==> config.mk <==
export PLATFORM = sky130hd
export DESIGN_NAME = armleocpu_decode
export DESIGN_NICKNAME = d
export VERILOG_FILES = /design/src/rtl/armleocpu_decode_pkg.sv /design/src/rtl/armleocpu_decode_imm.sv /design/src/rtl/armleocpu_decode.sv
export SDC_FILE = /design/constraint.sdc
export NUM_CORES = 1
export LEC_CHECK = 0
export CORE_ASPECT_RATIO = 0.8
export CORE_MARGIN = 2
export CORE_UTILIZATION = 46
export CTS_BUF_LIST = sky130_fd_sc_hd__clkbuf_8
export CTS_CLUSTER_SIZE = 40
export DETAILED_ROUTE_END_ITERATION = 10
export DONT_BUFFER_PORTS = 1
export GPL_TIMING_DRIVEN = 0
export HOLD_SLACK_MARGIN = 0.05
export PLACE_DENSITY = 0.61
export SYNTH_ARGS = -nofsm -noshare
export SYNTH_HDL_FRONTEND = slang
export SYNTH_SLANG_ARGS = --single-unit
==> constraint.sdc <==
create_clock -name clk -period 15.5 [get_ports clk]
set_input_delay 3.1 -clock clk [delete_from_list [all_inputs] [get_ports clk]]
set_output_delay 3.1 -clock clk [all_outputs]
set_load 0.005 [all_outputs]
==> src/rtl/armleocpu_decode_pkg.sv <==
// Shared decode definitions for the decode stage and execute.
// Holds the opcode class encoding, the RV32 base opcode constants and a
// helper that maps a 7-bit opcode onto its class (unknown opcodes -> ClsNone).
package armleocpu_decode_pkg;

  typedef enum logic [3:0] {
    ClsNone    = 4'd0,
    ClsLui     = 4'd1,
    ClsAuipc   = 4'd2,
    ClsJal     = 4'd3,
    ClsJalr    = 4'd4,
    ClsBranch  = 4'd5,
    ClsLoad    = 4'd6,
    ClsStore   = 4'd7,
    ClsOpimm   = 4'd8,
    ClsOp      = 4'd9,
    ClsMiscmem = 4'd10,
    ClsSystem  = 4'd11
  } decode_class_e;

  localparam logic [6:0] OpcLui     = 7'b0110111;
  localparam logic [6:0] OpcAuipc   = 7'b0010111;
  localparam logic [6:0] OpcJal     = 7'b1101111;
  localparam logic [6:0] OpcJalr    = 7'b1100111;
  localparam logic [6:0] OpcBranch  = 7'b1100011;
  localparam logic [6:0] OpcLoad    = 7'b0000011;
  localparam logic [6:0] OpcStore   = 7'b0100011;
  localparam logic [6:0] OpcOpimm   = 7'b0010011;
  localparam logic [6:0] OpcOp      = 7'b0110011;
  localparam logic [6:0] OpcMiscmem = 7'b0001111;
  localparam logic [6:0] OpcSystem  = 7'b1110011;

  function automatic decode_class_e opcode_class(input logic [6:0] opcode);
    decode_class_e cls;
    case (opcode)
      OpcLui:     cls = ClsLui;
      OpcAuipc:   cls = ClsAuipc;
      OpcJal:     cls = ClsJal;
      OpcJalr:    cls = ClsJalr;
      OpcBranch:  cls = ClsBranch;
      OpcLoad:    cls = ClsLoad;
      OpcStore:   cls = ClsStore;
      OpcOpimm:   cls = ClsOpimm;
      OpcOp:      cls = ClsOp;
      OpcMiscmem: cls = ClsMiscmem;
      OpcSystem:  cls = ClsSystem;
      default:    cls = ClsNone;
    endcase
    return cls;
  endfunction

endpackage

==> src/rtl/armleocpu_decode_imm.sv <==
// Immediate generator for the decode stage (combinational).
// Ports:
//   instr - raw 32-bit instruction word
//   cls   - decoded opcode class
//   imm   - immediate, formatted and sign-extended for the class; 0 for classes
//           without an immediate (OP, MISCMEM, NONE)
module armleocpu_decode_imm
  import armleocpu_decode_pkg::*;
(
  input  logic [31:0]   instr,
  input  decode_class_e cls,
  output logic [31:0]   imm
);

  always_comb begin
    imm = '0;
    case (cls)
      ClsLui, ClsAuipc: imm = {instr[31:12], 12'b0};
      ClsJal: imm = {{12{instr[31]}}, instr[19:12], instr[20], instr[30:21], 1'b0};
      ClsJalr, ClsLoad, ClsOpimm, ClsSystem: imm = {{20{instr[31]}}, instr[31:20]};
      ClsStore: imm = {{20{instr[31]}}, instr[31:25], instr[11:7]};
      ClsBranch: imm = {{19{instr[31]}}, instr[31], instr[7], instr[30:25], instr[11:8], 1'b0};
      default: imm = '0;
    endcase
  end

endmodule

==> src/rtl/armleocpu_decode.sv <==
// Decode stage: 2-entry skid buffer between fetch and execute plus pre-decode
// of the head entry (class, register fields, funct fields, immediate).
// Optional feature macro: ARMLEOCPU_DECODE_ILLEGAL_CHECK_EN - when defined,
// unknown opcodes (or instr[1:0] != 2'b11) raise d2e_illegal; otherwise
// d2e_illegal is tied low and unknown opcodes decode to class NONE.
// Ports:
//   clk, rst_n                 - clock, synchronous active-low reset
//   f2e_*                      - fetch word in (valid, instr, pc, exc_start, cause)
//   e2f_ready                  - registered, high when an entry is free
//   e2d_kill, e2d_ready        - execute redirect / consume head entry
//   d2e_*                      - head entry and its decoded fields
module armleocpu_decode
  import armleocpu_decode_pkg::*;
#(
  parameter int unsigned DEPTH = 2
) (
  input  logic        clk,
  input  logic        rst_n,
  input  logic        f2e_valid,
  input  logic [31:0] f2e_instr,
  input  logic [31:0] f2e_pc,
  input  logic        f2e_exc_start,
  input  logic [31:0] f2e_cause,
  output logic        e2f_ready,
  input  logic        e2d_kill,
  input  logic        e2d_ready,
  output logic        d2e_valid,
  output logic [31:0] d2e_pc,
  output logic [31:0] d2e_instr,
  output logic [3:0]  d2e_class,
  output logic [4:0]  d2e_rd,
  output logic [4:0]  d2e_rs1,
  output logic [4:0]  d2e_rs2,
  output logic [2:0]  d2e_funct3,
  output logic [6:0]  d2e_funct7,
  output logic [31:0] d2e_imm,
  output logic        d2e_exc_start,
  output logic [31:0] d2e_cause,
  output logic        d2e_illegal
);

  localparam int unsigned PtrW = (DEPTH > 1) ? $clog2(DEPTH) : 1;
  localparam logic [1:0] CountFull = 2'(DEPTH);

  logic [31:0]      instr_mem [DEPTH];
  logic [31:0]      pc_mem    [DEPTH];
  logic [31:0]      cause_mem [DEPTH];
  logic [DEPTH-1:0] exc_mem;

  logic [PtrW-1:0] wr_ptr_q, wr_ptr_d;
  logic [PtrW-1:0] rd_ptr_q, rd_ptr_d;
  logic [1:0]      count_q, count_d;
  logic            ready_q, ready_d;

  logic push, pop;

  assign d2e_valid = (count_q != 2'd0);
  assign e2f_ready = ready_q;

  // Kill gates both sides so a wrong-path word is never stored or consumed.
  assign push = f2e_valid && ready_q && !e2d_kill;
  assign pop  = d2e_valid && e2d_ready && !e2d_kill;

  always_comb begin
    wr_ptr_d = wr_ptr_q;
    rd_ptr_d = rd_ptr_q;
    count_d  = count_q;
    if (e2d_kill) begin
      wr_ptr_d = '0;
      rd_ptr_d = '0;
      count_d  = 2'd0;
    end else begin
      if (push) wr_ptr_d = wr_ptr_q + PtrW'(1);
      if (pop)  rd_ptr_d = rd_ptr_q + PtrW'(1);
      case ({push, pop})
        2'b10:   count_d = count_q + 2'd1;
        2'b01:   count_d = count_q - 2'd1;
        default: count_d = count_q;
      endcase
    end
    ready_d = (count_d < CountFull);
  end

  always_ff @(posedge clk) begin
    if (!rst_n) begin
      wr_ptr_q <= '0;
      rd_ptr_q <= '0;
      count_q  <= 2'd0;
      ready_q  <= 1'b0;
    end else begin
      wr_ptr_q <= wr_ptr_d;
      rd_ptr_q <= rd_ptr_d;
      count_q  <= count_d;
      ready_q  <= ready_d;
    end
  end

  // Payload needs no reset: count_q alone decides which entries are live.
  always_ff @(posedge clk) begin
    if (push) begin
      instr_mem[wr_ptr_q] <= f2e_instr;
      pc_mem[wr_ptr_q]    <= f2e_pc;
      cause_mem[wr_ptr_q] <= f2e_cause;
      exc_mem[wr_ptr_q]   <= f2e_exc_start;
    end
  end

  logic [31:0]   head_instr;
  logic          head_exc;
  decode_class_e opc_cls;
  decode_class_e head_cls;

  assign head_instr = instr_mem[rd_ptr_q];
  assign head_exc   = exc_mem[rd_ptr_q];
  assign opc_cls    = opcode_class(head_instr[6:0]);

`ifdef ARMLEOCPU_DECODE_ILLEGAL_CHECK_EN
  logic known;
  assign known       = (opc_cls != ClsNone) && (head_instr[1:0] == 2'b11);
  assign head_cls    = (head_exc || !known) ? ClsNone : opc_cls;
  assign d2e_illegal = !head_exc && !known;
`else
  assign head_cls    = head_exc ? ClsNone : opc_cls;
  assign d2e_illegal = 1'b0;
`endif

  armleocpu_decode_imm u_imm (
    .instr (head_instr),
    .cls   (head_cls),
    .imm   (d2e_imm)
  );

  assign d2e_pc        = pc_mem[rd_ptr_q];
  assign d2e_instr     = head_instr;
  assign d2e_class     = head_cls;
  assign d2e_rd        = head_instr[11:7];
  assign d2e_rs1       = head_instr[19:15];
  assign d2e_rs2       = head_instr[24:20];
  assign d2e_funct3    = head_instr[14:12];
  assign d2e_funct7    = head_instr[31:25];
  assign d2e_exc_start = head_exc;
  assign d2e_cause     = cause_mem[rd_ptr_q];

endmodule

==> metrics, run 1 <==
CP delay by family, top=compound AO/OA/AOI/OAI gates; post-synth cell types=50; final worst-path cycle share=39.28%; Die W=between 150 and 200 um; initial antenna violation count=0; die height=123.3 um; Slew headroom=45.25%; post-synth top area cell=edfxtp_1; Hold-fix buffers, CTS=0; Setup crit end kind=output port; fmax=roughly 160 MHz; RSZ-0062 raised after global routing=no; sequential element share of the synthesized area=72.71%; Final Hold Fails=0; flop2flop setup slack=between 10000 and 15000 ps; hold_ws=approximately 550 ps; post-route ant nets=0; Routed WL=16.37 mm; ys async rst share=0%; n_diodes=0; vias per inst=5.499; Synthesized Nets=593; most frequent cells in the layout=edfxtp_1 (194), mux2_2 (69), inv_1 (27), buf_4 (26), mux2i_1 (23); Total Nets Final=618; Worst-Margin Slew=798.4 ps; dpl hpwl=~12 mm; vias in the first global route=4221; CP Launch Type=flop; PwrDens=106.6 nW/um^2; CTS buffer count=17; Post-synth EDFFs=194; first-pass GRT wire length=23.95 mm; CTS H-tree lvls=4; Max Slew Vio Count=0; Worst-Skew Late Latency=460 ps; largest net degree at the start of global routing=34; Synth Warn #=0; root cell of the clock tree=clkbuf_8; Setup-failing EPs final=0; placer congestion estimate=approximately 0.85; port bufs=0; Area contributors post-synth=edfxtp_1 (71%), mux2_2 (9.5%), mux2i_1 (2.8%); row count=43; Syn Std Cell Area=8178 sq um; CP Class=flop to output port; Peak VDD IR=0.07294 mV; core footprint=17380 sq um; minimum clock period=6089 ps; Max stage delay on crit path=550 ps; Static Leak=2.937 nW; CP arrival=2990 ps; TritonCTS clock tree=done; Avg Cell Area, Syn=16.69 sq um; starting density of the core=47.06%; Layout area overhead=10.17%; ys flop type=edfxtp_1; IO Pins=263; Worst EP required=12400 ps; Synth top area share=71.24%; worst-case clock buffer depth=2; Die ar.=roughly 19000 sq um; Yosys reg bits=200; final setup TNS=0 ps; Post-CTS Resized=0; crit path max fanout=10; DRC Markers=0; routed via count=4141; GR Overflow Total=0; 1st-iter DRT viols=about 230; Max-Cap Viols=0; Syn Inst Count=490; critical path buffer and inverter count=2; DR WL/cell=21.74 um; Clock Sinks=200; Overall Global Routing Usage=16.87%; post-CTS setup buffer count=0; slowest CP cell=mux2i_2; share of layout cells above drive strength 1=30.49%; clock input transition at the sequential cells of the worst setup and hold paths=about 110 ps; clk_skew=around 19 ps; status=complete, no violations; Hold Path Class=flop to flop; crit-path cells=mux2i_2 > inv_2 > buf_2 > a21oi_1 > and3_1 > nand2_1 > o32ai_1; commonest non-fill, non-tap cell in the layout=edfxtp_1; first-pass iteration count of the detailed router=4
## final cells by class
class                   count  area (sq um)
repair buffers              6         135.1
well taps                 225         281.5
plain buffers              41         274.0
flip-flops and latches    200          5946
clock inverters            15         166.4
clock buffers              17         234.0
inverters                  31         116.4
fillers                  1422          8368
multi-input cells         218          1857
## final timing paths
kind              from            end  cells past startpoint
max               flop     d2e_imm[0]                      7
min           rd_ptr_q           flop                      2
max reg2reg  e2f_ready  pc_mem[1][30]                      4
min reg2reg   rd_ptr_q           flop                      2
## power by group
group          leakage (nW)  total (mW)  internal [mW]  switching (mW)
clock                 0.210       0.324          0.134           0.189
sequential             1.81       0.605          0.602         0.00227
combinational         0.916      0.0321         0.0126          0.0196
## flip-flops by register name (all words and copies together), names as in the netlist, named ones only
register and cells:
count_q 2, instr_mem 64, cause_mem 64, wr_ptr_q 1
pc_mem 64, exc_mem 2, rd_ptr_q 1, e2f_ready 1
## worst register-to-register path, cell delays in order (launching register included)
cell,delay (ps)
dfxtp_1,380
nand3b_1,250
nor2_4,610
buf_12,300
buf_16,220
## kinds of logic (layout without fill, tap and decap cells)
family                   Yosys count  count (layout)  synth area share [%]
AO/OA/AOI/OAI                     53              53                 4.284
XOR/XNOR                           5               5                0.5356
adder cells (fa/ha/maj)            1               1                0.1530
buffers and inverters             72             110                 4.774
flip-flops                       200             200                 72.71
multiplexers                      98              98                 13.65
other                              1               1               0.04586
AND/OR/NAND/NOR                   60              60                 3.856
## metrics by stage
step | cell area [sq um] | total power, mW | utilization, % | worst slack (ps) | instances
finish | 9010 | 0.9604 | 51.85 | 9411 | 753
global route | 9010 | 0.9929 | 51.85 | 9147 | 753
CTS | 9010 | 0.9712 | 51.85 | 9449 | 753
detailed placement | 8610 | 0.6495 | 49.54 | 9988 | 721
global placement | 8459 | 0.6488 | 48.68 | 5349 | 715
floorplan | 8178 | 0.6412 | - | 7559 | 490
## routing by layer
layer / GRT usage (%) / wire length (um) / vias to the layer above / part of all wire [%]
met4: 3.704 / 93 / 0 / 0.57
met5: 0 / 0 / - / 0
met2: 28.82 / 8415 / 169 / 51
li1: - / - / 1883 / -
met3: 8.728 / 1670 / 6 / 10
met1: 19.10 / 6188 / 2083 / 38
## synth_stat cells (5+ instances only)
master and number:
a21oi_1 6, buf_2 6, buf_4 26, clkbuf_1 6
dfxtp_1 6, edfxtp_1 194, inv_1 26, inv_2 5
mux2_2 69, mux2i_1 23, nand2_1 9, nand3_1 6
nor2_1 21, o21ai_0 13, o21ai_1 12
Power figures use the tool's default switching activity.
==> inputs of run 2 (changes only) <==
==> constraint.sdc (replaced) <==
create_clock -name clk -period 6.2 [get_ports clk]
set_input_delay 1.24 -clock clk [delete_from_list [all_inputs] [get_ports clk]]
set_output_delay 1.24 -clock clk [all_outputs]
set_load 0.005 [all_outputs]
==> results of run 2 <==
The final DEF is identical to that of run 1. Status: complete, no violations.
Among the figures that moved: setup slack after placement 9988 ps -> 2548 ps; setup slack after layout 9411 ps -> 1971 ps; register-to-register setup slack 13440 ps -> 4140 ps; total power 0.9604 mW -> 2.401 mW; worst IR drop on VDD 0.07294 mV -> 0.1823 mV
==> inputs of run 3 (changes only) <==
--- a/config.mk
+++ b/config.mk
@@ -14,7 +14,7 @@
 export DONT_BUFFER_PORTS = 1
 export GPL_TIMING_DRIVEN = 0
 export HOLD_SLACK_MARGIN = 0.05
-export PLACE_DENSITY = 0.61
+export PLACE_DENSITY = 0.63
 export SYNTH_ARGS = -nofsm -noshare
 export SYNTH_HDL_FRONTEND = slang
 export SYNTH_SLANG_ARGS = --single-unit
==> constraint.sdc (replaced) <==
create_clock -name clk -period 3.6 [get_ports clk]
set_input_delay 0.72 -clock clk [delete_from_list [all_inputs] [get_ports clk]]
set_output_delay 0.72 -clock clk [all_outputs]
set_load 0.005 [all_outputs]
==> metrics, run 3 (synthesis gave the netlist of run 1 again) <==
status=complete, no violations; area post-placement=8610 sq um; flop2flop setup slack=1540 ps; final worst-path cycle share=96.54%; fmax=287.7 MHz; Total Nets Final=between 600 and 700; first-pass GRT wire length=23.65 mm; total power=4.200 mW; critical path buffer and inverter count=2; commonest non-fill, non-tap cell in the layout=edfxtp_1; Max-Cap Viols=0; Hold Path Class=primary input to flop; Hold-fix buffers, CTS=0; slowest CP cell=dfxtp_2; Seq pwr share=62.0%; most frequent cells in the layout=edfxtp_1 (194), mux2_2 (69), buf_4 (29), inv_1 (26), mux2i_1 (23); CTS buffer count=17; Util after Layout=a little over half; DR WL/cell=~21 um; starting density of the core=47.06%; Worst R2R End=pc_mem[1][10]; largest net degree at the start of global routing=33; Die ar.=18870 sq um; Cell Int Power=between 3 and 4 mW; Setup crit end kind=output port; Worst EP required=~2900 ps; CTS H-tree lvls=4; CP delay by family, top=compound AO/OA/AOI/OAI gates; Clock Sinks=200; IO Pins=roughly 260; Peak VDD IR=between 0.4 and 0.5 mV; CP Class=flop to output port; Slew headroom=48.77%; DRC Markers=0; R2R cell count=4; Final Hold Fails=0; clock input transition at the sequential cells of the worst setup and hold paths=120 ps; Die W=153.1 um; PwrDens=between 400 and 500 nW/um^2; post-route cell area=9097 sq um; crit path max fanout=10; initial antenna violation count=0; post-route ant nets=0; root cell of the clock tree=clkbuf_8; Clock Power Share=34.7%; Max stage delay on crit path=430 ps; crit-path cells=buf_6 > mux2i_4 > inv_2 > nor2_1 > a32oi_2 > a2111oi_4 > mux2i_4 > o22ai_1; first-pass iteration count of the detailed router=5; TritonCTS clock tree=done; CP Launch Type=flop; Routed WL=approximately 16 mm; Worst-Skew Late Latency=approximately 460 ps; Worst-Margin Slew=around 750 ps; Worst path depth=8; placer congestion estimate=0.9181; crit-path most repeated cell=mux2i_4; worst-case clock buffer depth=2; CP arrival=between 2000 and 3000 ps; part of the power in combinational logic=3.3%; Layout area overhead=11.25%; minimum clock period=3475 ps; port bufs=0; switch share=a little under a quarter; leading registers by flop count=cause_mem x64, instr_mem x64, pc_mem x64; Overall Global Routing Usage=about 17%; die height=roughly 120 um; row count=43; vias in the first global route=between 4k and 5k; Switch Pwr=948.5 uW; reg2reg start=e2f_ready; n_diodes=0; Setup-failing EPs final=0; clk_skew=around 14 ps; 1st-iter DRT viols=199; WHS Path Cells=0; Static Leak=between 2 and 3 nW; crit path capture=d2e_imm[3]; routed via count=4137; core footprint=17380 sq um; share of layout cells above drive strength 1=a little under a third; dpl hpwl=11.86 mm; GR Overflow Total=0; vias per inst=5.472; RSZ-0062 raised after global routing=no; Max Slew Vio Count=0
-- run 3: cell types whose count changed in the layout (fill, tap and decap cells not counted) --
| cell | previous run | this run |
|---|---|---|
| clkbuf_1 | 6 | 5 |
| dfxtp_2 | 0 | 1 |
| clkbuf_2 | 0 | 1 |
| buf_4 | 26 | 29 |
| clkinv_8 | 3 | 5 |
| inv_6 | 2 | 1 |
| dfxtp_1 | 6 | 5 |
| mux2i_2 | 3 | 0 |
| clkinv_2 | 3 | 0 |
| clkinvlp_4 | 0 | 2 |
| mux2i_4 | 3 | 6 |
| inv_1 | 27 | 26 |
| inv_12 | 0 | 1 |
-- run 3: per-layer routing --
| layer | GRT usage [%] | part of all wire, % | wire, um | vias up |
|---|---|---|---|---|
| li1 | - | - | - | 1881 |
| met3 | 8.798 | 11 | 1779 | 14 |
| met2 | 27.15 | 50 | 8113 | 205 |
| met4 | 4.803 | 1.1 | 183 | 0 |
| met1 | 19.51 | 38 | 6104 | 2037 |
| met5 | 0 | 0 | 0 | - |
-- run 3: metrics by stage --
stage	instances	hold WS, ps	setup slack, ps	setup TNS [ps]
final	756	346.0	124.6	0
after CTS	753	307.2	4.239	0
after global placement	715	526.3	-1738	-334190
after floorplan	490	495.3	-353.2	-68490
after global routing	756	297.3	9.496	0
after detailed placement	721	534.6	379.0	0
-- run 3: cell type report --
| type | instances | area, sq um |
|---|---|---|
| Clock inverter | 15 | 202.7 |
| Timing Repair Buffer | 9 | 157.7 |
| Multi-Input combinational cell | 218 | 1883 |
| Inverter | 31 | 116.4 |
| Buffer | 41 | 275.3 |
| Sequential cell | 200 | 5947 |
| Tap cell | 225 | 281.5 |
| Clock buffer | 17 | 234.0 |
| Fill cell | 1396 | 8280 |
-- run 3: power by group through the flow --
stage	combinational, mW	clock, mW	sequential, mW
finish	0.140	1.46	2.60
global route	0.152	1.58	2.61
CTS	0.140	1.50	2.60
detailed placement	0.139	0	2.66
global placement	0.128	0	2.66
floorplan	0.101	0	2.66
-- run 3: timing repair --
item,in CTS,in global routing
hold endpoints to repair,0,0
resized for setup,1,4
buffers inserted,0,3
gates cloned,0,0
pin swaps,0,0
setup endpoints to repair,2,24
-- run 3: worst min path at each step --
| stage | from | to | slack, ps |
|---|---|---|---|
| 6_report | f2e_cause[10] | cause_mem[0][10] | 350 |
| 5_1_grt | f2e_cause[6] | cause_mem[1][6] | 300 |
| 4_1_cts | f2e_cause[5] | cause_mem[0][5] | 310 |
| 3_5_place_dp | count_q[1] | count_q[1] | 530 |
| 3_3_place_gp | count_q[1] | count_q[1] | 530 |
| 2_1_floorplan | count_q[1] | count_q[1] | 500 |
